## src/rtl/rom_dl_router.sv

```systemverilog
// ROM-download router: steers the HPS ioctl byte stream to NREG regions over a
// toggle req/ack handshake and generates the post-load core reset. Optional ack timeout: ROMDL_TIMEOUT_EN.
module rom_dl_router #(
  parameter int              NREG         = 4,
  parameter logic [NREG*32-1:0] REG_BASE  = {32'hA0000, 32'h30000, 32'h20000, 32'h0},
  parameter logic [7:0]      ROM_INDEX    = 8'd0,
  parameter logic [7:0]      MOD_INDEX    = 8'd1,
  parameter logic [15:0]     RESET_CYCLES = 16'hFFFF,
  parameter int              TIMEOUT      = 1023
) (
  input  logic            clk_sys,
  input  logic            reset,
  input  logic            user_reset,
  input  logic            ioctl_download,
  input  logic [7:0]      ioctl_index,
  input  logic            ioctl_wr,
  input  logic [24:0]     ioctl_addr,
  input  logic [7:0]      ioctl_dout,
  output logic            ioctl_wait,
  output logic [NREG-1:0] rgn_req,
  input  logic [NREG-1:0] rgn_ack,
  output logic [NREG-1:0] rgn_we,
  output logic [24:0]     rgn_addr,
  output logic [7:0]      rgn_data,
  output logic [7:0]      core_mod,
  output logic            rom_loaded,
  output logic            core_reset,
  output logic [15:0]     drop_cnt,
  output logic            err
);

`ifdef ROMDL_TIMEOUT_EN
  localparam bit TO_EN = 1'b1;
`else
  localparam bit TO_EN = 1'b0;
`endif

  localparam int SW = (NREG > 1) ? $clog2(NREG) : 1;
  localparam int TW = (TIMEOUT > 1) ? $clog2(TIMEOUT + 1) : 1;

  typedef enum logic {S_IDLE, S_WAIT} state_t;

  state_t          state;
  logic [SW-1:0]   sel;
  logic [TW-1:0]   tcnt;
  logic            err_q;
  logic            wr_last;
  logic            dl_last;
  logic [15:0]     cnt;

  logic            hit_c;
  logic [SW-1:0]   sel_c;
  logic [24:0]     base_c;
  logic [24:0]     off_c;
  logic            accept;
  logic            ack_match;
  logic            dl_rom;
  logic            load_cond;

  function automatic logic [15:0] sat_inc(input logic [15:0] v);
    return (v == 16'hFFFF) ? v : v + 16'd1;
  endfunction

  // Bases ascend, so the last matching region in the scan is the highest one.
  always_comb begin
    hit_c  = 1'b0;
    sel_c  = '0;
    base_c = '0;
    for (int i = 0; i < NREG; i++) begin
      if ({7'd0, ioctl_addr} >= REG_BASE[32*i +: 32]) begin
        hit_c  = 1'b1;
        sel_c  = SW'(i);
        base_c = REG_BASE[32*i +: 25];
      end
    end
  end

  assign off_c     = ioctl_addr - base_c;
  assign accept    = ioctl_wr & ~wr_last & ioctl_download & (ioctl_index == ROM_INDEX);
  assign ack_match = (rgn_ack[sel] == rgn_req[sel]);
  assign dl_rom    = ioctl_download & (ioctl_index == ROM_INDEX);
  assign load_cond = user_reset | ~rom_loaded | dl_rom;
  assign err       = TO_EN & err_q;

  // Download FSM and handshake
  always_ff @(posedge clk_sys) begin
    if (reset) begin
      state      <= S_IDLE;
      sel        <= '0;
      tcnt       <= '0;
      err_q      <= 1'b0;
      ioctl_wait <= 1'b0;
      rgn_req    <= '0;
      rgn_we     <= '0;
      rgn_addr   <= '0;
      rgn_data   <= '0;
      drop_cnt   <= '0;
      wr_last    <= 1'b0;
    end else begin
      wr_last <= ioctl_wr;
      rgn_we  <= '0;
      case (state)
        S_IDLE: begin
          if (accept) begin
            if (hit_c) begin
              sel            <= sel_c;
              rgn_addr       <= off_c;
              rgn_data       <= ioctl_dout;
              rgn_req[sel_c] <= ~rgn_req[sel_c];
              rgn_we[sel_c]  <= 1'b1;
              ioctl_wait     <= 1'b1;
              tcnt           <= '0;
              state          <= S_WAIT;
            end else begin
              drop_cnt <= sat_inc(drop_cnt);
            end
          end
        end
        S_WAIT: begin
          if (accept) drop_cnt <= sat_inc(drop_cnt);
          if (ack_match) begin
            ioctl_wait <= 1'b0;
            state      <= S_IDLE;
          end else if (TO_EN && (tcnt == TW'(TIMEOUT - 1))) begin
            // Give up on the peer and adopt its current ack as the new baseline.
            err_q        <= 1'b1;
            ioctl_wait   <= 1'b0;
            rgn_req[sel] <= rgn_ack[sel];
            state        <= S_IDLE;
          end else if (TO_EN) begin
            tcnt <= tcnt + TW'(1);
          end
        end
        default: state <= S_IDLE;
      endcase
    end
  end

  // Load tracking, core-mod capture and core reset counter
  always_ff @(posedge clk_sys) begin
    if (reset) begin
      dl_last    <= 1'b0;
      rom_loaded <= 1'b0;
      core_mod   <= 8'd0;
      cnt        <= RESET_CYCLES;
      core_reset <= 1'b1;
    end else begin
      dl_last <= dl_rom;
      if (dl_rom && !dl_last)
        rom_loaded <= 1'b0;
      else if (!dl_rom && dl_last)
        rom_loaded <= 1'b1;
      if (ioctl_wr && (ioctl_index == MOD_INDEX))
        core_mod <= ioctl_dout;
      if (load_cond)
        cnt <= RESET_CYCLES;
      else if (cnt != 16'd0)
        cnt <= cnt - 16'd1;
      // Including load_cond asserts core reset on the cycle right after a reload starts.
      core_reset <= load_cond | (cnt != 16'd0);
    end
  end

endmodule

```

## config.mk

```make
export PLATFORM = sky130hd
export DESIGN_NAME = rom_dl_router
export DESIGN_NICKNAME = d
export VERILOG_FILES = /design/src/rtl/rom_dl_router.sv
export SDC_FILE = /design/constraint.sdc
export NUM_CORES = 1
export LEC_CHECK = 0
export CAP_MARGIN = 0
export CORE_ASPECT_RATIO = 1.1
export CORE_MARGIN = 2
export CORE_UTILIZATION = 25
export DETAILED_ROUTE_END_ITERATION = 7
export GPL_TIMING_DRIVEN = 0
export MAX_ROUTING_LAYER = met4
export PLACE_DENSITY = 0.51
export SLEW_MARGIN = 20
export SYNTH_ARGS = -nofsm -noshare
export SYNTH_HDL_FRONTEND = slang
export SYNTH_SLANG_ARGS = --single-unit
export TNS_END_PERCENT = 5
```

## constraint.sdc

```tcl
create_clock -name clk_sys -period 3.8 [get_ports clk_sys]
set_input_delay 0.76 -clock clk_sys [delete_from_list [all_inputs] [get_ports clk_sys]]
set_output_delay 0.76 -clock clk_sys [all_outputs]
set_load 0.05 [all_outputs]
```

# == Word level (Yosys, flattened, before mapping) ==
# Cells that the tools add are included.
# W data, S select, Z words.
# totals
ff_bits,89
in_bits,50
output_inout_bits,69
elab_cells,80
# classes
addsub,3
n_lt_le_gt_ge,6
eq_ne,7
n_mux,24
n_bitwise,12
reduce_logical,14
# ops
cell,count
$ge A25 B18 Y1 const B,2
$mux W25,2
$mux W16,3
$ge A25 B20 Y1 const B,1
$sub A25 B25 Y25,1
$mux W18,1
$add A16 B1 Y16 const B,1
$eq A16 B16 Y1 const B,1
$reduce_bool A16 Y1,1
$sub A16 B1 Y16 const B,1
$mux W1,9
$eq A8 B1 Y1 const B,1
$logic_not A8 Y1,1
$bmux W1 S2,3
$lt A2 B3 Y1 const B,2
$not A1 Y1,5
$and A1 B1 Y1,4
$bwmux W4,1
$logic_and A1 B1 Y1,4
$mux W2,2
$ne A2 B1 Y1 const B,2
$ne A2 B2 Y1 const B,2
$pmux W1 S2,2
$reduce_and A2 Y1,2
other kinds (8),12

# == Logic depth before layout (Yosys ltp) ==
# logic_depth
ltp_word,9
depth_mapped,9
mapped_depth_nobuf,9

# == Least setup slack after synthesis ==
# Ideal clock, no wire load.
# synth_path
path_type,input -> register
start,input ioctl_addr[23]
end,register rgn_addr[22]
setup_time_ps,86
arrival_time_ps,2817
required_ps,3714
setup_slack_ps,898
cell_stages,9
n_path_buf,0
path_cell_list,nor4_2 nand2_1 nor3_1 ha_1 fa_1 nand2b_1 a2111oi_0 xnor2_1 a211oi_1
# synth_via
elab_chain_cells,5
elab_cells_between_ends,7
classes_between,1 x add/sub; 3 x order compare; 3 x mux
# synth_rtl
item,line,source
"start, declared",17,"input logic [24:0] ioctl_addr,"
$ge A25 B18 Y1,70,"if ({7'd0, ioctl_addr} >= REG_BASE[32*i +: 32]) begin"
$mux W18,70,
$mux W25,70,
$mux W25 (*),70,
$sub A25 B25 Y25 (*),78,assign off_c = ioctl_addr - base_c;
"end signal, assigned",95,rgn_addr <= '0;
"end signal, assigned",107,rgn_addr <= off_c;
"end, declared",23,"output logic [24:0] rgn_addr,"
# Every way passes the cells marked *; elsewhere a longest branch is shown, timed or not.
# A chain may end at the register's enable or synchronous reset.

# == Worst setup path after layout ==
# layout_path
start,input ioctl_addr[20]
end,register rgn_addr[22]
# layout_via
elab_chain_cells,5
elab_cells_between_ends,7
classes_between,1 x add/sub; 3 x order compare; 3 x mux
# layout_rtl
item,line
$ge A25 B18 Y1,70
$mux W18,70
$mux W25 (2 in series),70
$sub A25 B25 Y25 (*),78
# Marks and branches as above.

==> flow_summary.toml <==
[run_status]
status = "complete, no violations"

[routing]
dr.pass1.iters = 5
detailedRoute.firstIterationViolations = 283
remaining_drc_errors = 0
antenna_violating_nets_post_route = 0
drt-vias-per-instance = 4.95
detailed_route_via_count = 3981
route.final.wire_length_microns = 12400
wire_per_inst_microns = 15.4

[clocking]
number_of_buffers_added_by_the_clock_tree_synthesis_step = 9
h-tree-depth = 3
clk_pin_slew_worst_paths_ns = 0.06
clk_path_buf_depth = 2
clk_latency_ns = 0.35
clk_root_buffer_cell = "sky130_fd_sc_hd__clkbuf_16"
clock_tree_from_tritoncts = "built"
clock_sinks = 89

[timing]
max_freq_mhz = 298
setup_repair_after_global_routing_missed_its_margin = "false"
post-route-min-period_ns = 3.36
postLayoutSetupSlackWorst_ns = 0.444
max_slew_margin_pct = 33.2
drv_slew = 0
tightest_slew_ns = 0.993
finalCritPeriodShare_pct = 88.3
report.final.setup_viol = 0
finalClockSkew_ns = 0.00492
final-hold-violation-count = 0

[critical_path]
startpoint_of_the_most_critical_setup_path = "ioctl_addr[20]"
timing.critical_path.from_type = "input port"
worstSetupEndpointType = "flip-flop"
required_ns = 4.06
timing.setup.critical_path_class = "input port to flip-flop"
crit-reg2reg-launch = "wr_last"
critical_path_peak_fanout = 8
cp_data_arrival_time_ns = 3.62

[placed_design]
port_buffers = 117
pre_cts_slack_ns = -0.0692
detailedPlacementHpwl_microns = 9120
finalWeightedCongestion = 0.837
placed_cell_area_sq_mm = 0.00545

[floorplan]
floorplan.die.width_microns = 125
io_pins = 119
die_h_microns = 137
cell_row_count = 48
floorplan.die_area_sq_mm = 0.0171
initial_utilization_pct = 25.6
placeableCoreArea_sq_mm = 0.0157

[yosys]
synth_area_leaders = "sky130_fd_sc_hd__dfxtp_1 (44%), sky130_fd_sc_hd__a21oi_1 (5.8%), sky130_fd_sc_hd__nand2_1 (5.5%)"
yosysSeqAreaShare_pct = 44.3
yosys_register_bits = 89
yosysWarningCount = 0
number_of_library_cell_types_mapped_by_synthesis = 50
syn_area_per_cell_sq_um = 8.49
synthesized_area_sq_mm = 0.00403
synth_enable_flop_cells = 0
async_flop_share_pct = 0
synthCells = 474
synth.top_cell.area_share_pct = 44.3
synth.net_count = 530
library_cell_with_the_largest_summed_area_after_synthesis = "sky130_fd_sc_hd__dfxtp_1"
postSynth.topFlopCell = "sky130_fd_sc_hd__dfxtp_1"

[global_routing]
antenna_found_initial = 0
globalRoute.totalOverflow = 0
total_track_usage_pct = 15.3
global_route_wire_length_before_repair_microns = 20200
grt_max_degree = 13
grt_pass1_vias = 3946

[layout]
most_frequent_cells_in_the_layout = "sky130_fd_sc_hd__clkdlybuf4s50_1 (117), sky130_fd_sc_hd__dfxtp_1 (89), sky130_fd_sc_hd__nand2_1 (59), sky130_fd_sc_hd__a21oi_1 (47), sky130_fd_sc_hd__nor2_1 (40)"
final-seq-area_sq_mm = 0.00178
antennaDiodeCount = 0
final_net_count = 658
most_frequent_standard_cell_in_the_layout_excluding_fill_and_tap_cells = "sky130_fd_sc_hd__clkdlybuf4s50_1"
post_route_cells_drive_above_1_share_pct = 4.30
multi_input_comb_area_sq_mm = 0.00210
postLayoutCoreUtil_pct = 36.4
final_design_area_no_fill_sq_mm = 0.00572
num-fill-cells = 1633
syn2layout_area_growth_pct = 42.1

[power_and_ir_drop]
static-leakage-power_nw = 1.86
power_per_cell_area_mw_per_mm2 = 330
max-vdd-ir-drop_mv = 0.186

[run]
maxCapViolCount = 0

[worst_hold_path]
min-delay-start = "rgn_addr[2]"
timing.hold.worst.class = "flip-flop to flip-flop"
==> repair_timing <==
item                       CTS  global route
setup endpoints to repair    0             1
buffers inserted             0             0
hold buffers                 0             0
resized for setup            0             1
==> flip-flops by register name, indices dropped and copies added (netlist names) <==
signal	flops
rgn_addr	25
cnt	16
drop_cnt	16
core_mod	8
rgn_data	8
rgn_req	4
rgn_we	4
sel	2
core_reset	1
dl_last	1
ioctl_wait	1
rom_loaded	1
state	1
wr_last	1
==> layer usage <==
| layer | wire (microns) | vias up | track usage (%) |
|---|---|---|---|
| met5 | 0 | - | - |
| met4 | 201 | 0 | 5.62 |
| met3 | 839 | 15 | 4.69 |
| met2 | 5650 | 133 | 23.6 |
| met1 | 5700 | 1841 | 19.0 |
| li1 | - | 1992 | - |
==> final cells by class <==
class / instances / area share, %
Multi-Input combinational cell: 348 / 36.8
Sequential cell: 89 / 31.1
Timing Repair Buffer: 117 / 20.5
Clock buffer: 14 / 4.62
Tap cell: 200 / 4.37
Buffer: 25 / 1.84
Inverter: 12 / 0.787
==> final timing paths <==
path	depth (start not counted)	slack, ns	endpoint
max	10	0.44	rgn_addr[22]
min	2	0.45	rgn_addr[2]
max reg2reg	4	1.43	rgn_req[2]
min reg2reg	2	0.45	rgn_addr[2]
==> cell usage after synthesis (all sizes together), types with 3 or more instances <==
cell,n
inv,12
nand3,15
dfxtp,89
nand3b,5
or4,15
nor2,40
a21oi,47
and2,3
a211oi,5
xnor2,6
nor4,13
nor4b,3
nand4,9
nand2,59
buf,7
ha,5
o21ai,11
nor3b,3
and3,5
mux2,4
mux2i,10
nor2b,5
a311oi,4
clkbuf,18
nor3,22
or3,7
o31ai,19
nand2b,5
o31a,3
==> where the power goes <==
part / internal, mW / switching, mW / total, mW / leakage, nW
registers: 0.934 / 0.000512 / 0.934 / 0.717
clock network: 0.473 / 0.366 / 0.840 / 0.129
logic: 0.0617 / 0.0539 / 0.116 / 1.01
==> kinds of logic after synthesis <==
family                   after synthesis  share of synthesized area (%)
XOR/XNOR                               6                           1.31
other                                  1                         0.0931
adder cells (fa/ha/maj)                6                           2.05
buffers and inverters                 37                           3.73
AO/OA/AOI/OAI                        101                           15.6
multiplexers                          15                           4.16
AND/OR/NAND/NOR                      219                           28.8
flip-flops                            89                           44.3
==> critical path, stage by stage <==
cell,delay (ns)
sky130_fd_sc_hd__clkdlybuf4s50_1,0.59
sky130_fd_sc_hd__nor4_4,0.40
sky130_fd_sc_hd__nand2_1,0.14
sky130_fd_sc_hd__nor3_1,0.29
sky130_fd_sc_hd__ha_1,0.25
sky130_fd_sc_hd__fa_1,0.20
sky130_fd_sc_hd__nand2b_1,0.09
sky130_fd_sc_hd__a2111oi_0,0.52
sky130_fd_sc_hd__xnor2_1,0.14
sky130_fd_sc_hd__a211oi_1,0.23
==> per-stage QoR <==
step                instances  hold WS, ns  TNS, ns  total power [mW]
floorplan                 474        0.433        0             0.995
global placement          791        0.440  -0.0152              1.07
detailed placement        791        0.446   -0.127              1.07
CTS                       805        0.455        0              1.91
global route              805        0.474        0              1.97
finish                    805        0.454        0              1.89
No activity file was read; power rests on OpenSTA's default activity.
